**config.mk**
```make
export PLATFORM = sky130hd
export DESIGN_NAME = uart_tx
export DESIGN_NICKNAME = d
export VERILOG_FILES = /design/src/rtl/uart_pkg.sv /design/src/rtl/uart_tx.sv
export SDC_FILE = /design/constraint.sdc
export NUM_CORES = 1
export LEC_CHECK = 0
export ABC_AREA = 1
export CORE_MARGIN = 2
export CORE_UTILIZATION = 41
export CTS_BUF_LIST = sky130_fd_sc_hd__clkbuf_16
export DETAILED_ROUTE_END_ITERATION = 10
export PLACE_DENSITY = 0.7
export SLEW_MARGIN = 20
export SYNTH_ARGS = -nofsm -noshare
export SYNTH_HDL_FRONTEND = slang
export SYNTH_SLANG_ARGS = --single-unit
```
**constraint.sdc**
```tcl
create_clock -name i_Clock -period 1.69 [get_ports i_Clock]
set_input_delay 0.169 -clock i_Clock [delete_from_list [all_inputs] [get_ports i_Clock]]
set_output_delay 0.169 -clock i_Clock [all_outputs]
set_load 0.01 [all_outputs]
```
**src/rtl/uart_pkg.sv**
```systemverilog
// Shared UART definitions: frame constants, transmitter state encoding and
// a baud-divider helper reused by the transmitter and a future receiver.
package uart_pkg;

    typedef enum logic [2:0] {
        IDLE    = 3'd0,
        START   = 3'd1,
        DATA    = 3'd2,
        STOP    = 3'd3,
        CLEANUP = 3'd4
    } uart_tx_state_t;

    localparam int   DATA_BITS   = 8;
    localparam logic START_LEVEL = 1'b0;
    localparam logic STOP_LEVEL  = 1'b1;
    localparam logic IDLE_LEVEL  = 1'b1;

    // Truncating divide: the bit period is the whole number of clocks per bit.
    function automatic int calc_clks_per_bit(input longint clk_hz, input longint baud);
        return int'(clk_hz / baud);
    endfunction

endpackage

```
**src/rtl/uart_tx.sv**
```systemverilog
// 8N1 UART transmitter: one start bit, eight data bits LSB first, one stop bit,
// each CLKS_PER_BIT clocks long. All outputs come straight from flops.
module uart_tx
    import uart_pkg::*;
#(
    parameter int CLKS_PER_BIT = calc_clks_per_bit(100_000_000, 115_200)
) (
    input  logic       i_Clock,
    input  logic       i_Reset,
    input  logic       i_TX_DV,
    input  logic [7:0] i_TX_Byte,
    output logic       o_TX_Active,
    output logic       o_TX_Serial,
    output logic       o_TX_Done
);

    localparam int                CNT_W    = $clog2(CLKS_PER_BIT);
    localparam logic [CNT_W-1:0]  CNT_MAX  = CNT_W'(CLKS_PER_BIT - 1);
    localparam logic [2:0]        LAST_BIT = 3'(DATA_BITS - 1);

    uart_tx_state_t   state_q, state_d;
    logic [CNT_W-1:0] clk_cnt_q, clk_cnt_d;
    logic [2:0]       bit_idx_q, bit_idx_d;
    logic [7:0]       byte_q, byte_d;
    logic             serial_q, serial_d;
    logic             active_q, active_d;
    logic             done_q, done_d;
    logic             bit_end;

    assign bit_end = (clk_cnt_q == CNT_MAX);

    always_comb begin
        state_d   = state_q;
        clk_cnt_d = clk_cnt_q;
        bit_idx_d = bit_idx_q;
        byte_d    = byte_q;
        serial_d  = serial_q;
        active_d  = active_q;
        done_d    = 1'b0;

        case (state_q)
            IDLE: begin
                serial_d  = IDLE_LEVEL;
                active_d  = 1'b0;
                clk_cnt_d = '0;
                bit_idx_d = '0;
                if (i_TX_DV) begin
                    byte_d   = i_TX_Byte;
                    serial_d = START_LEVEL;
                    active_d = 1'b1;
                    state_d  = START;
                end
            end
            START: begin
                if (bit_end) begin
                    clk_cnt_d = '0;
                    serial_d  = byte_q[0];
                    state_d   = DATA;
                end else begin
                    clk_cnt_d = clk_cnt_q + CNT_W'(1);
                end
            end
            DATA: begin
                if (bit_end) begin
                    clk_cnt_d = '0;
                    if (bit_idx_q == LAST_BIT) begin
                        bit_idx_d = '0;
                        serial_d  = STOP_LEVEL;
                        state_d   = STOP;
                    end else begin
                        bit_idx_d = bit_idx_q + 3'd1;
                        serial_d  = byte_q[bit_idx_q + 3'd1];
                    end
                end else begin
                    clk_cnt_d = clk_cnt_q + CNT_W'(1);
                end
            end
            STOP: begin
                if (bit_end) begin
                    clk_cnt_d = '0;
                    done_d    = 1'b1;
                    active_d  = 1'b0;
                    state_d   = CLEANUP;
                end else begin
                    clk_cnt_d = clk_cnt_q + CNT_W'(1);
                end
            end
            CLEANUP: begin
                state_d = IDLE;
            end
            default: begin
                state_d  = IDLE;
                serial_d = IDLE_LEVEL;
                active_d = 1'b0;
            end
        endcase
    end

    always_ff @(posedge i_Clock or posedge i_Reset) begin
        if (i_Reset) begin
            state_q   <= IDLE;
            clk_cnt_q <= '0;
            bit_idx_q <= '0;
            byte_q    <= '0;
            serial_q  <= IDLE_LEVEL;
            active_q  <= 1'b0;
            done_q    <= 1'b0;
        end else begin
            state_q   <= state_d;
            clk_cnt_q <= clk_cnt_d;
            bit_idx_q <= bit_idx_d;
            byte_q    <= byte_d;
            serial_q  <= serial_d;
            active_q  <= active_d;
            done_q    <= done_d;
        end
    end

    assign o_TX_Serial = serial_q;
    assign o_TX_Active = active_q;
    assign o_TX_Done   = done_q;

endmodule

```
=== Yosys cells after proc, flatten, opt, wreduce, memory -nomap -nowiden ===
Cells that the tools add are included.

* Input bits: 11
* Word-level logic and storage cells: 57
* Memories: 0
* Latch bits: 0
* Bits in registers: 27
* Bits in read-only memories: 0
* Memory bits (writable): 0

* Bitwise logic cells: 2
* Magnitude comparators: 1
* Add/sub/neg operators: 2
* Multiply operators: 0
* Reduce and logical (&&, ||, !) cells: 11
* Multiplexer cells: 23
* Shift-type cells: 0
* Eq/ne operators: 11
* Divide/modulo/power cells: 0

{| class="wikitable"
|+ Operators with widths
! cell !! number
|-
| $mux 3 || 7
|-
| $pmux 10 s2 || 1
|-
| $pmux 3 s4 || 1
|-
| $add 10x1->10 const B || 1
|-
| $eq 10x10->1 const B || 1
|-
| $mux 10 || 1
|-
| $ne 2x2->1 const B || 5
|-
| $mux 1 || 9
|-
| $eq 3x2->1 const B || 2
|-
| $eq 3x3->1 const B || 2
|-
| $pmux 3 s2 || 1
|-
| $reduce_and 2->1 || 3
|-
| $reduce_or 3->1 || 2
|-
| $reduce_and 5->1 || 1
|-
| $lt 3x4->1 const B || 1
|-
| $pmux 1 s4 || 1
|-
| $reduce_bool 2->1 || 2
|-
| $add 3x1->3 const B || 1
|-
| $bmux 1 s3 || 1
|-
| $eq 3x1->1 const B || 1
|-
| $logic_not 3->1 || 1
|-
| $pmux 1 s3 || 1
|-
| $reduce_and 3->1 || 1
|-
| $not 1->1 || 2
|-
| $reduce_or 2->1 || 1
|}

=== Logic depth before layout (Yosys ltp) ===
* Depth in word-level cells: 6
* Gate-level depth with buffers: 9
* Mapped depth without buffers: 9

=== Worst setup path after synthesis ===
No wires, ideal clock.

* Path kind: reg-to-reg
* Start point: register bit_idx_q[0]
* End point: register serial_q, in the netlist o_TX_Serial
* Cell stages (with the launch flop): 9
* Setup slack: 0.292 ns
* Arrival: 1.325 ns
* Path buffers: 0
* Required time: 1.617 ns
* Period minus slack after synthesis: 1.398 ns
* Cell sequence: dfrtp_1 ha_1 ha_1 inv_1 nand3_1 nand3_1 nand3_1 nand2_1 a21oi_1

* Word-level cells in the longest chain between the ends: 6
* Elaborated cells between the ends (all ways): 7

{| class="wikitable"
|+ Ends and longest elaborated chain
! what !! line !! text
|-
| start: declaration || uart_tx.sv:23 || <nowiki>logic [2:0] bit_idx_q, bit_idx_d;</nowiki>
|-
| start signal: assignment || uart_tx.sv:111 || <nowiki>bit_idx_q <= bit_idx_d;</nowiki>
|-
| $add 3x1->3 || uart_tx.sv:72 || <nowiki>serial_d = byte_q[bit_idx_q + 3'd1];</nowiki>
|-
| $bmux 1 s3 || uart_tx.sv:72 ||
|-
| $mux 1 (not written as such) || uart_tx.sv:72 ||
|-
| $mux 1 * || uart_tx.sv:66 || <nowiki>if (bit_idx_q == LAST_BIT) begin</nowiki>
|-
| $mux 1 * || uart_tx.sv:64 || <nowiki>if (bit_end) begin</nowiki>
|-
| $pmux 1 s4 * || uart_tx.sv:41 || <nowiki>case (state_q)</nowiki>
|-
| end signal: assignment || uart_tx.sv:113 || <nowiki>serial_q <= serial_d;</nowiki>
|-
| end: declaration || uart_tx.sv:25 || <nowiki>logic serial_q, serial_d;</nowiki>
|}

Every way passes the cells marked *; elsewhere a longest branch is shown, timed or not. The select of a mux whose other input is x is not followed.
A chain may end at the register's enable or synchronous reset.

=== Worst setup path in the final report ===
* Start point: register serial_q, in the netlist o_TX_Serial
* End point: output o_TX_Serial

{| class="wikitable"
|+ RTL lines
! what !! line !! text
|-
| end: declaration || uart_tx.sv:13 || <nowiki>output logic o_TX_Serial,</nowiki>
|}

No word-level cell between the ends.

==> impl_metrics.csv <==
group,metric,value,unit
floorplanning,start_util,41.8,%
pwr,ir_worst_vdd,0.000505,V
place,port_buffers,13,
floorplanning,die_area,0.00418,mm2
clock_network,clock_latency,260,ps
worst_setup_path,critPathSlowestCell,"dfstp_2",
timing,finalSetupTns,0,ps
yosys,synth_edf_count,0,
clock_network,clk_pin_slew,70,ps
clock_network,cts_buffer_depth,2,
finish,layout.nets,201,
timing,fin_crit_sh,89.4,%
place,gp_congestion,0.845,
drt,drt_drc_violations_left,0,
yosys,ys_top_cells_by_count,"nand2_1, dfrtp_1, inv_1",
timing,finalHoldViolCount,0,
finish,diodes,0,
worst_setup_path,critPathBufInv,1,
floorplanning,die_height,64.7,um
grt,grt_antenna_before_repair,0,
clock_network,cts_tree,"yes",
clock_network,post-cts-setup-buffer-count,0,
timing,finalSetupViolCount,0,
yosys,async_flop_share,100,%
worst_setup_path,cp-start-kind,"flop",
yosys,yosysMostFrequentCell,"nand2_1",
worst_setup_path,crit_type,"reg2out",
drt,vias_per_cell,4.91,
worst_setup_path,critPathMaxStageDelay,540,ps
floorplanning,core_area,0.00361,mm2
grt,gr-usage-met2,26.6,%
yosys,netlist_area,0.00151,mm2
worst_setup_path,crit_arrival,1340,ps
worst_setup_path,cp-end-kind,"output pin",
yosys,synth_top_area_share,43.1,%
finish,finish.utilization,49.3,%
clock_network,clockRootBuffer,"clkbuf_16",
timing,grt_setup_unrepaired,"false",
clock_network,numCtsBuffers,3,
yosys,synth_top_cell_by_area,"dfrtp_1",
finish,area_growth,17.8,%
place,hpwlAfterDp,2.07,mm
yosys,synth.net_count,183,
grt,grt_usage,15.2,%
grt,grt_max_degree,28,
floorplanning,ios,14,
timing,timing.fmax,0.662,GHz
worst_setup_path,critPathTopFamily,"flip-flops",
drt,drtAntennaViolNets,0,
timing,max_slew_margin,76.8,%
yosys,avgSynthCellArea,8.93,um2
grt,grt-ovfl-total,0,
clock_network,cts-htree-levels,1,
timing,period_needed,1510,ps
drt,finalWirelength,2.70,mm
floorplanning,row_count,22,
grt,grt_pass1_vias,1159,
yosys,synth_seq_cells,27,
finish,nFillCells,343,
worst_setup_path,crit_path_cell_trace,"clkdlybuf4s50_1",
clock_network,cts_resized,0,
finish,drive_gt1_share,22.0,%
run,drv_cap,0,
timing,worst_pin_slew,348,ps
floorplanning,die_w,64.7,um
yosys,yosys_warnings,0,
drt,vias,1148,
grt,grt_use_met1,19.4,%
pwr,fin_total_pwr,0.00122,W
drt,drt_iter0_drc,40,
yosys,yosysUniqueCellTypes,32,
drt,firstDrtPassIters,4,
grt,gr-max-usage-layer,"met2",
timing,skew,6.63,ps
clock_network,cts_hold_buffers,0,
pwr,power_density,686,mW/mm2
outcome,run_status,"complete, no violations",
yosys,synth_flop_cell,"dfrtp_1",
yosys,syn_inst,169,
timing,slew_viol_final,0,
worst_setup_path,worstPathRequired,1520,ps
grt,grt_pass1_wl,5.06,mm
drt,wl_per_cell,11.5,um
min_path,min_path_type,"in2async",
worst_setup_path,worstPathMaxFanout,2,
pwr,power.leakage,0.852,nW
grt,grt_use_met3,3.65,%
yosys,synthTopCellsByArea,"dfrtp_1, nand2_1, mux2_4, nand3_1, inv_1",
yosys,ys_seq_area_share,44.9,%
clock_network,cts.sinks,27,
[layer usage]
metal	part of all wire, %	wire length (um)	up-vias
met3	4.2	113	0
met1	46	1250	540
met4	0	0	0
met2	50	1340	21
li1	-	-	587
met5	0	0	-
[state kept, by name, summed over array words and instances (netlist names)]
name,count
bit_idx_q,3
o_TX_Active,1
o_TX_Done,1
state_q,3
byte_q,8
o_TX_Serial,1
clk_cnt_q,10
[worst paths after layout]
kind,start,endpoint,slack (ps),cells past startpoint
worst max register to register,bit_idx_q[0],o_TX_Serial,200,8
max in group asynchronous,i_Reset,o_TX_Serial,1130,3
worst min register to register,o_TX_Active,o_TX_Active,480,2
worst max-delay path,o_TX_Serial,o_TX_Serial,180,1
min in group i_Clock,o_TX_Active,o_TX_Active,480,2
worst min-delay path,i_Reset,bit_idx_q[1],270,3
[layout by cell type, fill, tap and decap left out, types with 2 or more instances in the layout]
| cell type | n |
|---|---|
| inv_1 | 15 |
| nor2_2 | 5 |
| a21oi_2 | 2 |
| a21oi_1 | 5 |
| inv_2 | 6 |
| o22ai_1 | 4 |
| dfrtp_1 | 26 |
| buf_4 | 2 |
| xor2_1 | 3 |
| clkbuf_16 | 3 |
| clkdlybuf4s50_1 | 13 |
| nor2_1 | 6 |
| mux2_4 | 8 |
| o21ai_0 | 4 |
| nand2_2 | 4 |
| nand3_1 | 13 |
| nand2_1 | 42 |
| nand2_4 | 2 |
| ha_1 | 3 |
| o21ai_1 | 6 |
[where the power goes]
part / total, W / internal [W] / switching, W
clock: 0.000536 / 0.000319 / 0.000217
combinational: 0.0000385 / 0.0000222 / 0.0000163
sequential: 0.000646 / 0.000646 / 0
total: 0.00122 / 0.000987 / 0.000233
[through the flow]
stage / setup WS, ps / hold WS [ps] / std cells / area [um2]
after detailed placement: 185 / 466 / 230 / 1700
after CTS: 171 / 282 / 234 / 1780
after floorplan: 292 / 221 / 169 / 1510
after global routing: 91.4 / 331 / 234 / 1780
final: 179 / 267 / 234 / 1780
after global placement: 240 / 463 / 230 / 1700
[cells by family after synthesis]
| logic type | synth area share [%] |
|---|---|
| multiplexers | 7.96 |
| XOR/XNOR | 1.74 |
| buffers and inverters | 6.72 |
| AND/OR/NAND/NOR | 26.1 |
| adder cells (fa/ha/maj) | 2.49 |
| AO/OA/AOI/OAI | 10.1 |
| flip-flops | 44.9 |
[final cells by class]
cell class / count / area, um2 / area share [%]
clock buffers: 3 / 75.1 / 4.22
repair buffers: 15 / 145 / 8.16
multi-input cells: 118 / 731 / 41.1
well taps: 48 / 60.1 / 3.38
clock inverters: 1 / 5.00 / 0.281
flip-flops and latches: 27 / 677 / 38.1
inverters: 22 / 85.1 / 4.79
(Power assumes the default switching activity.)
